File: config.mk
export PLATFORM = sky130hd
export DESIGN_NAME = high_score_table
export DESIGN_NICKNAME = d
export VERILOG_FILES = /design/src/rtl/high_score_table.sv
export SDC_FILE = /design/constraint.sdc
export NUM_CORES = 1
export LEC_CHECK = 0
export CORE_MARGIN = 2
export CORE_UTILIZATION = 40
export CTS_CLUSTER_SIZE = 40
export DETAILED_ROUTE_END_ITERATION = 8
export PLACE_DENSITY = 0.63
export RECOVER_POWER = 50
export SYNTH_ARGS = -nofsm -noshare
export SYNTH_HDL_FRONTEND = slang
export SYNTH_SLANG_ARGS = --single-unit
File: constraint.sdc
create_clock -name clk -period 3.6 [get_ports clk]
set_clock_uncertainty 0.05 [all_clocks]
set_input_delay 0.54 -clock clk [delete_from_list [all_inputs] [get_ports clk]]
set_output_delay 0.54 -clock clk [all_outputs]
set_load 0.1 [all_outputs]
File: src/rtl/high_score_table.sv
// Top-DEPTH descending leaderboard. Each entry into FINISH mode inserts the
// round score with a one-compare-per-cycle scan from the bottom entry upward.
module high_score_table #(
  parameter int         SCORE_W     = 8,
  parameter int         DEPTH       = 4,
  parameter logic [2:0] FINISH_MODE = 3'b101,
  localparam int        IDX_W       = $clog2(DEPTH + 1)
) (
  input  logic               clk,
  input  logic               tb_n_rst,
  input  logic               clear,
  input  logic [SCORE_W-1:0] score,
  input  logic [2:0]         mode,
  input  logic [IDX_W-1:0]   rd_idx,
  output logic [SCORE_W-1:0] rd_score,
  output logic [SCORE_W-1:0] highest_score,
  output logic [IDX_W-1:0]   rank,
  output logic               new_high,
  output logic               busy,
  output logic               done
);

  localparam logic [1:0] ST_IDLE = 2'd0;
  localparam logic [1:0] ST_SCAN = 2'd1;
  localparam logic [1:0] ST_DONE = 2'd2;

  localparam logic [IDX_W-1:0] LAST_IDX  = IDX_W'(DEPTH - 1);
  localparam logic [IDX_W-1:0] RANK_NONE = IDX_W'(DEPTH);
  localparam logic [IDX_W-1:0] IDX_ONE   = IDX_W'(1);

  logic [2:0]         prev_mode_r;
  logic               start_s;
  logic [1:0]         state_r, state_s;
  logic [IDX_W-1:0]   idx_r, idx_s;
  logic [SCORE_W-1:0] cand_r, cand_s;
  logic [IDX_W-1:0]   rank_r, rank_s;
  logic [SCORE_W-1:0] table_r [DEPTH];
  logic [SCORE_W-1:0] table_s [DEPTH];
  logic               done_r, done_s;
  logic               new_high_r, new_high_s;
  logic               busy_r, busy_s;
  logic [SCORE_W-1:0] cur_s;
  logic [SCORE_W-1:0] rd_score_s;

  assign start_s = (mode == FINISH_MODE) && (prev_mode_r != FINISH_MODE);

  // Entry currently under comparison, table[idx]
  always_comb begin
    cur_s = '0;
    for (int i = 0; i < DEPTH; i++) begin
      cur_s = (idx_r == IDX_W'(i)) ? table_r[i] : cur_s;
    end
  end

  // Display read port; out-of-range indices read as zero
  always_comb begin
    rd_score_s = '0;
    for (int i = 0; i < DEPTH; i++) begin
      rd_score_s = (rd_idx == IDX_W'(i)) ? table_r[i] : rd_score_s;
    end
  end

  // Insertion FSM next-state and table update
  always_comb begin
    state_s    = state_r;
    idx_s      = idx_r;
    cand_s     = cand_r;
    rank_s     = rank_r;
    table_s    = table_r;
    done_s     = 1'b0;
    new_high_s = 1'b0;
    busy_s     = 1'b0;
    if (clear) begin
      for (int i = 0; i < DEPTH; i++) begin
        table_s[i] = '0;
      end
      rank_s  = RANK_NONE;
      state_s = ST_IDLE;
      idx_s   = LAST_IDX;
      cand_s  = '0;
    end else begin
      case (state_r)
        ST_IDLE: begin
          if (start_s) begin
            cand_s  = score;
            idx_s   = LAST_IDX;
            state_s = ST_SCAN;
            busy_s  = 1'b1;
          end else begin
            state_s = ST_IDLE;
          end
        end
        ST_SCAN: begin
          if (cand_r > cur_s) begin
            // Candidate outranks this entry: push the entry one slot down
            for (int i = 1; i < DEPTH; i++) begin
              if ((idx_r + IDX_ONE) == IDX_W'(i)) begin
                table_s[i] = cur_s;
              end else begin
                table_s[i] = table_r[i];
              end
            end
            if (idx_r == '0) begin
              table_s[0] = cand_r;
              rank_s     = '0;
              state_s    = ST_DONE;
              done_s     = 1'b1;
              new_high_s = 1'b1;
            end else begin
              idx_s  = idx_r - IDX_ONE;
              busy_s = 1'b1;
            end
          end else begin
            // Ties stop here, so the older equal score stays above
            if (idx_r == LAST_IDX) begin
              rank_s = RANK_NONE;
            end else begin
              rank_s = idx_r + IDX_ONE;
              for (int i = 1; i < DEPTH; i++) begin
                if ((idx_r + IDX_ONE) == IDX_W'(i)) begin
                  table_s[i] = cand_r;
                end else begin
                  table_s[i] = table_r[i];
                end
              end
            end
            state_s = ST_DONE;
            done_s  = 1'b1;
          end
        end
        ST_DONE: begin
          state_s = ST_IDLE;
        end
        default: begin
          state_s = ST_IDLE;
        end
      endcase
    end
  end

  // State and output registers
  always_ff @(posedge clk or negedge tb_n_rst) begin
    if (!tb_n_rst) begin
      prev_mode_r <= 3'b000;
      state_r     <= ST_IDLE;
      idx_r       <= LAST_IDX;
      cand_r      <= '0;
      rank_r      <= RANK_NONE;
      done_r      <= 1'b0;
      new_high_r  <= 1'b0;
      busy_r      <= 1'b0;
      for (int i = 0; i < DEPTH; i++) begin
        table_r[i] <= '0;
      end
    end else begin
      prev_mode_r <= mode;
      state_r     <= state_s;
      idx_r       <= idx_s;
      cand_r      <= cand_s;
      rank_r      <= rank_s;
      done_r      <= done_s;
      new_high_r  <= new_high_s;
      busy_r      <= busy_s;
      for (int i = 0; i < DEPTH; i++) begin
        table_r[i] <= table_s[i];
      end
    end
  end

  assign rd_score      = rd_score_s;
  assign highest_score = table_r[0];
  assign rank          = rank_r;
  assign new_high      = new_high_r;
  assign busy          = busy_r;
  assign done          = done_r;

endmodule

==> results.yml, run 1 <==
clock_network:
  htreeDepth: 2
  ctsLongestPathBuffers: 2
  cts_tree: "yes"
  root_buffer: "clkbuf_8"
  clkSinkCount: 54
  clk_pin_slew_worst_paths_ns: 0.09
  clock_latency_ns: 0.31
  numCtsBuffers: 5
setup_path:
  worstPathRequired_ns: 3.74
  crit_path_start_kind: "register"
  path_cells: "inv_1 > ha_2 > inv_4 > o21ai_0 > o21ai_0 > o21ai_0 > ha_1 > and4_1 > nand2_1 > o31ai_4 > or4_4 > mux2i_1 > nor2_1"
  critPathMaxFanout: 8
  crit_family: "simple AND/OR/NAND/NOR gates"
  cp-end-kind: "register"
  cpMostUsedCell: "o21ai_0"
  r2r_slack_ns: 0.20
  slowest_stage: "or4_4"
  crit_buf_inv: 2
  worstSetupPathType: "register to register"
  worstPathArrival_ns: 3.54
  slowest_delay_ns: 0.64
status:
  status: "finished, violations left"
  violations: "max-capacitance violations, max-slew violations"
power_and_ir_drop:
  pwr-share-clk_pct: 26.6
  seq_power_share_pct: 33.6
  internal-power_mw: 1.21
  combPwrFrac_pct: 39.8
  vdd_drop_max_uv: 247
  pwr_density_cell_mw_per_mm2: 492
  cellLeakagePower_nw: 1.68
  swShare_pct: 35.5
  netSwitchingPower_uw: 667
route:
  wl_per_cell_um: 18.2
  drtPass1Iterations: 4
  drtIter0Drc: 144
  via_count: 2492
  via_per_inst: 5.65
  antenna_left: 0
  drc: 0
  routed_wl_um: 8030
timing:
  slew_headroom_pct: -27.7
  fin_ws_ns: 0.200
  fmax_mhz: 294
  setup_viol: 0
  setup_tns_ns: 0
  drv_slew: 37
  finalCriticalPeriod_ns: 3.40
  worstMarginPinSlew_ns: 1.92
  whs_ns: 0.459
  period_share_pct: 94.4
  hold_viol: 0
hold_path:
  hold_path.class: "register to register"
floorplan:
  fp.dieW_um: 93.2
  rows: 32
  io_pins: 39
  die-area_sq_mm: 0.00868
  initial_core_util_pct: 41.2
  die_height_um: 93.2
  core_sq_mm: 0.00773
cells_and_area:
  area_growth_pct: 20.3
  n_antenna_cell: 0
  finalCoreUtilization_pct: 49.5
  fin_nets: 369
  fin_cells: 441
  drive_gt1_share_pct: 18.9
  fillers: 703
logic_synthesis:
  syn-num-nets: 326
  syn_area_per_cell_sq_um: 10.8
  synth-seq-cells: 54
  synth_area_sq_mm: 0.00318
  synth_top_area_share_pct: 40.1
  synthArstFlopShare_pct: 100
  ys_seq_area_share_pct: 42.6
  yosysTopAreaCell: "dfrtp_1"
  synth_edf_count: 0
  synthFlopType: "dfrtp_1"
  synthCells: 295
  synthTopCellsByArea: "dfrtp_1 40%, a22o_1 6.6%, o21ai_0 6.1%, mux4_2 5.7%, ha_1 5.5%"
  ys_types: 51
  yosysWarnings: 0
global_route:
  antenna_found_initial: 0
  grt_max_degree: 37
  grt_pass1_wl_um: 13400
  grt-ovfl-total: 0
  grt_usage_pct: 20.0
  grt_pass1_vias: 2606
place:
  dp_hpwl_um: 5820
  place_congestion: 0.868
  place_ws_ns: -0.0390
  port_buffers: 38
  placed_cells: 430
job:
  cap_viol_max_count: 1
## routing by layer
metal / vias up / track usage [%] / part of all wire, %
li1: 1167 / - / -
met1: 1242 / 26.7 / 45
met2: 68 / 32.8 / 50
met3: 15 / 2.66 / 2.7
met4: 0 / 8.33 / 1.9
met5: - / 0 / 0
## final timing paths
kind                           from                to  depth (start not counted)
max in group asynchronous  tb_n_rst        table_r[1]                          2
min                         rank[1]           rank[1]                          1
min in group asynchronous  tb_n_rst         cand_r[4]                          1
max                        idx_r[0]  highest_score[1]                         13
max reg2reg                idx_r[0]  highest_score[1]                         13
min reg2reg                 rank[1]           rank[1]                          1
## repair_timing
| action | 4_1_cts | 5_1_grt |
|---|---|---|
| setup buffers | 1 | 2 |
| gates resized for setup | 0 | 13 |
| hold buffers | 0 | 0 |
| pin swaps | 2 | 3 |
| endpoints found under the hold margin | 0 | 0 |
| setup endpoints to repair | 16 | 37 |
## worst reg2reg max path, delay by kind of cell, from the launching register on
family / cells / cell delay [ns]
AOI/OAI and AO/OA: 4 / 0.60
adders and majority gates: 2 / 0.60
buffers and inverters: 2 / 0.24
DFF: 1 / 0.57
muxes: 1 / 0.19
and+or+nand+nor: 4 / 1.03
## flip-flops by register name (all words and copies together) (netlist names)
signal,flops
busy,1
state_r,2
highest_score,8
cand_r,8
new_high,1
idx_r,3
prev_mode_r,3
done,1
rank,3
table_r,24
## power by group through the flow
stage / Combinational, mW / Clock [mW] / Sequential (mW)
floorplan: 0.474 / 0 / 0.662
global placement: 0.679 / 0 / 0.643
detailed placement: 0.690 / 0 / 0.644
CTS: 0.716 / 0.511 / 0.632
global route: 0.824 / 0.534 / 0.634
finish: 0.749 / 0.500 / 0.632
## stage by stage
step / instance area (sq um) / total power [mW]
6_report: 3830 / 1.88
5_1_grt: 3830 / 1.99
2_1_floorplan: 3180 / 1.14
3_3_place_gp: 3650 / 1.32
3_5_place_dp: 3650 / 1.33
4_1_cts: 3800 / 1.86
## cell type report
class,count,area (sq um),area share (%)
Clock buffer,6,82.6,2.16
Multi-Input combinational cell,213,1670,43.6
Inverter,5,21.3,0.556
Clock inverter,2,60.1,1.57
Tap cell,102,128,3.34
Sequential cell,54,1360,35.4
Timing Repair Buffer,59,512,13.4
## synth_stat cells, drive strengths merged, types with 6 or more instances
| cell | n |
|---|---|
| nor2 | 25 |
| o21ai | 45 |
| clkbuf | 6 |
| buf | 17 |
| nand2 | 28 |
| mux2i | 16 |
| nor2b | 10 |
| mux4 | 8 |
| dfrtp | 51 |
| ha | 14 |
| a22o | 24 |
## cell usage in the layout (no fill, tap or decap), types with 2 or more instances in the layout
cell             netlist  final
dfrtp_1               51     51
mux4_2                 8      8
bufinv_16              0      2
ha_2                   0      3
dfstp_2                3      3
nand2_1               28     28
a21oi_1                4      4
dlygate4sd3_1          0      3
a31oi_1                3      3
inv_1                  3      3
a41oi_4                2      2
nor2_1                23     24
nand2b_1               3      3
mux2i_1               16     16
o21ai_0               39     32
nor2b_1               10     10
a22o_1                24     24
nand3_1                2      2
ha_1                  14     11
clkbuf_8               0      6
clkdlybuf4s50_1        0     26
a32o_1                 3      3
nor3_1                 2      2
buf_4                  8     27
and4_1                 2      2
clkbuf_1               6      2
o21ai_1                5     12
## cells by family (layout without fill, tap and decap cells)
group	Yosys count	in the layout	share of synthesized area [%]
AND/OR/NAND/NOR	83	83	14.4
adder cells (fa/ha/maj)	14	14	5.51
AO/OA/AOI/OAI	91	91	21.3
multiplexers	25	25	11.1
flip-flops	54	54	42.6
buffers and inverters	28	72	5.11
No activity file was read; power rests on OpenSTA's default activity.
==> run 2, diff against run 1 <==
--- a/config.mk
+++ b/config.mk
@@ -12,4 +12,5 @@
 export PLACE_DENSITY = 0.63
 export RECOVER_POWER = 50
+export SKIP_CTS_REPAIR_TIMING = 1
 export SYNTH_ARGS = -nofsm -noshare
 export SYNTH_HDL_FRONTEND = slang
--- a/constraint.sdc
+++ b/constraint.sdc
@@ -3,3 +3,3 @@
 set_input_delay 0.54 -clock clk [delete_from_list [all_inputs] [get_ports clk]]
 set_output_delay 0.54 -clock clk [all_outputs]
-set_load 0.1 [all_outputs]
+set_load 0.01 [all_outputs]
==> run 2 against run 1 <==
Compared with the run above: the run still ends with max-capacitance violations, max-slew violations left; hold slack worse by 0.00089 ns; wire length shrank 2.6%; cell area is 0.13% lower; via count increased by 0.68%; first-iteration DRC count is 14% lower; sequential share of layout area barely moved; sequential cell count is the same; core utilization fell by 0.065 points; combinational power down 2%; global-route usage shrank 1.0 points; total power decreased by 8.8%; critical endpoint is now table_r[0].
==> results.yml, run 2 (synthesis results as in run 1) <==
route:
  drtPass1Iterations: 5
  drtIter0Drc: 124
  routed.top_layer: "met4"
  routed_wl_um: 7820
  wl_per_cell_um: 17.6
  antenna_left: 0
  wl_met1_um: 3520
  via_per_inst: 5.65
  via_count: 2509
  drc: 0
  wl_met2_um: 3800
  dr_wl_met3_um: 343
global_route:
  grt_pass1_wl_um: 12800
  grt-ovfl-total: 0
  grt_max_degree: 31
  antenna_found_initial: 0
  grt_pass1_vias: 2517
  grt_usage_pct: 18.9
floorplan:
  die-area_sq_mm: 0.00868
  core_sq_mm: 0.00773
  io_pins: 39
  fp.dieW_um: 93.2
  rows: 32
  initial_core_util_pct: 41.2
  die_height_um: 93.2
clock_network:
  clkSinkCount: 54
  root_buffer: "clkbuf_8"
  ctsLongestPathBuffers: 2
  cts_tree: "yes"
  htreeDepth: 2
  clock_latency_ns: 0.32
  numCtsBuffers: 5
  clk_pin_slew_worst_paths_ns: 0.10
setup_path:
  worstPathArrival_ns: 3.59
  crit_family: "compound AO/OA/AOI/OAI gates"
  worstPathRequired_ns: 3.76
  slowest_stage: "dfstp_2"
  critPathMaxFanout: 8
  worstSetupPathType: "register to register"
  cp-end-kind: "register"
  crit_buf_inv: 4
  crit_path_start_kind: "register"
  path_cells: "inv_1 > ha_2 > inv_4 > o21ai_0 > o21ai_0 > o21ai_1 > ha_1 > a211oi_2 > nor2_2 > buf_4 > o31ai_4 > o21ai_4 > nor4b_4 > buf_4 > a22o_1"
  slowest_delay_ns: 0.57
power_and_ir_drop:
  pwr_density_cell_mw_per_mm2: 449
  cellLeakagePower_nw: 1.68
  pwr-share-clk_pct: 20.4
  power.total_mw: 1.72
  netSwitchingPower_uw: 655
  seq_power_share_pct: 36.8
  internal-power_mw: 1.06
  vdd_drop_max_uv: 242
  combPwrFrac_pct: 42.8
  swShare_pct: 38.2
timing:
  setup_viol: 0
  finalCriticalPeriod_ns: 3.43
  fmax_mhz: 291
  drv_slew: 31
  period_share_pct: 95.4
  setup_tns_ns: 0
  slew_headroom_pct: -3.09
  fin_ws_ns: 0.167
  hold_viol: 0
  whs_ns: 0.458
  rsz0062_at_grt: "false"
  worstMarginPinSlew_ns: 1.55
cells_and_area:
  seqCellArea_sq_mm: 0.00136
  n_antenna_cell: 0
  area_growth_pct: 20.1
  largest_register: "table_r"
  finalCoreUtilization_pct: 49.4
  drive_gt1_share_pct: 17.8
  final_common_cell: "dfrtp_1"
  final_cell_mix: "51 x dfrtp_1, 36 x o21ai_0, 27 x nand2_1"
  fin_nets: 372
  multiInputGateArea_sq_mm: 0.00167
  largest_register_ffs: 24
  fillers: 714
place:
  place_congestion: 0.881
  port_buffers: 38
  place_ws_ns: 0.0250
  dp_hpwl_um: 5800
status:
  status: "finished, violations left"
  violations: "max-capacitance violations, max-slew violations"
job:
  cap_viol_max_count: 1
hold_path:
  hold_path.class: "register to register"
-- run 2: cell types whose count changed in the layout (fill, tap and decap cells not counted), moves of 2 or more --
cell	previous run	this run
o21ai_0	32	36
o21ai_1	12	8
dlygate4sd3_1	3	11
buf_4	27	22
bufinv_16	2	0
-- run 2: final cells by class --
type / count / share of cell area [%]
multi-input cells: 213 / 43.8
flip-flops and latches: 54 / 35.5
repair buffers: 62 / 14.5
well taps: 102 / 3.34
clock buffers: 5 / 1.80
clock inverters: 3 / 0.557
inverters: 5 / 0.557
-- run 2: layer usage --
layer  vias to the layer above  track usage, %
met5                         -               0
li1                       1175               -
met1                      1234            24.9
met2                        85            32.1
met4                         0            6.00
met3                        15            3.06
-- run 2: power groups by stage --
stage	combinational [mW]	sequential, mW	clock [mW]
global placement	0.666	0.644	0
finish	0.733	0.632	0.350
CTS	0.678	0.632	0.358
floorplan	0.474	0.643	0
detailed placement	0.674	0.644	0
global route	0.801	0.635	0.379
-- run 2: worst paths after layout --
kind                           from                to  slack (ns)  cells after the start
min in group asynchronous  tb_n_rst  highest_score[4]        0.53                      1
max reg2reg                idx_r[0]        table_r[0]        0.17                     15
min                         rank[1]           rank[1]        0.46                      1
max in group asynchronous  tb_n_rst       table_r[10]        1.07                      2
max                        idx_r[0]        table_r[0]        0.17                     15
min reg2reg                 rank[1]           rank[1]        0.46                      1
-- run 2: stage by stage --
step           instances  cell area (sq um)
6_report             444               3820
3_5_place_dp         433               3700
2_1_floorplan        295               3180
4_1_cts              441               3790
3_3_place_gp         433               3700
5_1_grt              444               3820
-- run 2: worst reg2reg max path: stages, from the launching register on --
cell	delay, ns
dfstp_2	0.57
inv_1	0.11
ha_2	0.26
inv_4	0.12
o21ai_0	0.11
o21ai_0	0.20
o21ai_1	0.14
ha_1	0.32
a211oi_2	0.20
nor2_2	0.08
buf_4	0.15
o31ai_4	0.29
o21ai_4	0.15
nor4b_4	0.15
buf_4	0.20
a22o_1	0.24
==> run 3, diff against run 2 <==
Settings changed: CORE_UTILIZATION 40 to 58, CTS_BUF_LIST set to sky130_fd_sc_hd__clkbuf_8, PLACE_DENSITY 0.63 to 0.85, RECOVER_POWER 50 to 100.
==> run 3 against run 2 <==
Compared with the run above: the flow now finishes without violations; non-clock buffer count down 8; first-iteration DRC count rose to 2.6 times the previous value; wire length up 0.24%; die area down 30%; critical endpoint is now table_r[5]; hold slack worse by 0.00058 ns; cell area down 0.75%; global-route usage up 7.2 points; clock power about the same; total power up 0.37%.
==> results.yml, run 3 (synthesis results as in run 1) <==
cells_and_area:
  multiInputGateArea_sq_mm: 0.00173
  seqCellArea_sq_mm: 0.00136
  final_cell_mix: "51 x dfrtp_1, 34 x o21ai_0, 28 x nand2_1"
  finalCoreUtilization_pct: 72.9
  largest_register_ffs: 24
  fin_cells: 404
  final_common_cell: "dfrtp_1"
  n_antenna_cell: 0
  fin_nets: 364
  largest_register: "table_r"
  area_growth_pct: 19.2
  fillers: 377
  drive_gt1_share_pct: 15.9
floorplan:
  io_pins: 39
  core_sq_mm: 0.00520
  die-area_sq_mm: 0.00609
  fp.dieW_um: 78.1
  rows: 26
  initial_core_util_pct: 61.1
  die_height_um: 78.1
global_route:
  grt_pass1_vias: 2476
  antenna_found_initial: 0
  grt_usage_pct: 26.1
  grt-ovfl-total: 0
  grt_max_degree: 29
  grt_pass1_wl_um: 12200
power_and_ir_drop:
  vdd_drop_max_uv: 343
  cellLeakagePower_nw: 1.66
  pwr_density_cell_mw_per_mm2: 454
  power.total_mw: 1.72
setup_path:
  rr_worst_depth: 13
  crit_path_start_kind: "register"
  cp-end-kind: "register"
  crit_family: "compound AO/OA/AOI/OAI gates"
  slowest_stage: "dfstp_2"
  r2r_start: "idx_r[0]"
  worstPathArrival_ns: 3.60
  cpMostUsedCell: "buf_4"
  critical_path_depth: 13
  worstSetupPathType: "register to register"
  slowest_delay_ns: 0.57
  crit_buf_inv: 3
  critical_path.startpoint: "idx_r[0]"
  path_cells: "inv_2 > ha_4 > or2_1 > o21ai_0 > ha_1 > o21ai_1 > nor2_4 > nor4bb_4 > buf_4 > o21ai_4 > nor4b_4 > buf_4 > a22o_1"
  critPathMaxFanout: 8
  worstPathRequired_ns: 3.76
route:
  antenna_left: 0
  wl_per_cell_um: 19.4
  drtPass1Iterations: 4
  via_count: 2576
  drc: 0
  routed_wl_um: 7840
  via_per_inst: 6.38
  drtIter0Drc: 318
place:
  dp_hpwl_um: 5500
  port_buffers: 38
  placed_cells: 391
  place_congestion: 0.893
timing:
  period_share_pct: 95.3
  worstMarginPinSlew_ns: 1.48
  hold_viol: 0
  setup_viol: 0
  whs_ns: 0.457
  slew_headroom_pct: 1.37
  fmax_mhz: 291
  finalCriticalPeriod_ns: 3.43
  setup_tns_ns: 0
  drv_slew: 0
clock_network:
  clk_pin_slew_worst_paths_ns: 0.09
  clock_latency_ns: 0.32
  cts_tree: "yes"
  clkSinkCount: 54
  ctsLongestPathBuffers: 2
  htreeDepth: 2
  root_buffer: "clkbuf_8"
  numCtsBuffers: 5
hold_path:
  hold_path.class: "register to register"
  worstHoldPathCells: 1
  min_from: "rank[0]"
status:
  status: "completed"
job:
  cap_viol_max_count: 0
## run 3: power by group
| group | leakage (nW) | switching (mW) | total [mW] | internal [mW] |
|---|---|---|---|---|
| combinational | 0.872 | 0.448 | 0.739 | 0.290 |
| clock | 0.0524 | 0.198 | 0.351 | 0.153 |
| sequential | 0.735 | 0.0105 | 0.633 | 0.622 |
## run 3: metrics by stage
stage          instance area [sq um]  setup WS (ns)
3_3_place_gp                    3580          0.186
5_1_grt                         3790        -0.0363
3_5_place_dp                    3580         0.0684
2_1_floorplan                   3180          0.356
4_1_cts                         3670         0.0394
6_report                        3790          0.168
## run 3: worst paths after layout
kind / to / slack, ns
min: rank[0] / 0.46
max: table_r[5] / 0.17
max in group asynchronous: table_r[17] / 0.99
min in group asynchronous: cand_r[6] / 0.49
max reg2reg: table_r[5] / 0.17
min reg2reg: rank[0] / 0.46
## run 3: final cells by class
type,count,area share (%)
Clock buffer,6,2.18
Timing Repair Buffer,54,13.5
Sequential cell,54,35.7
Multi-Input combinational cell,213,45.5
Tap cell,70,2.31
Clock inverter,2,0.231
Inverter,5,0.561
## run 3: per-layer routing
metal,GRT usage [%],vias up,part of all wire (%)
met2,43.4,97,51
met5,0,-,0
met3,5.75,21,5.7
li1,-,1159,-
met1,34.3,1299,41
met4,8.60,0,2.8
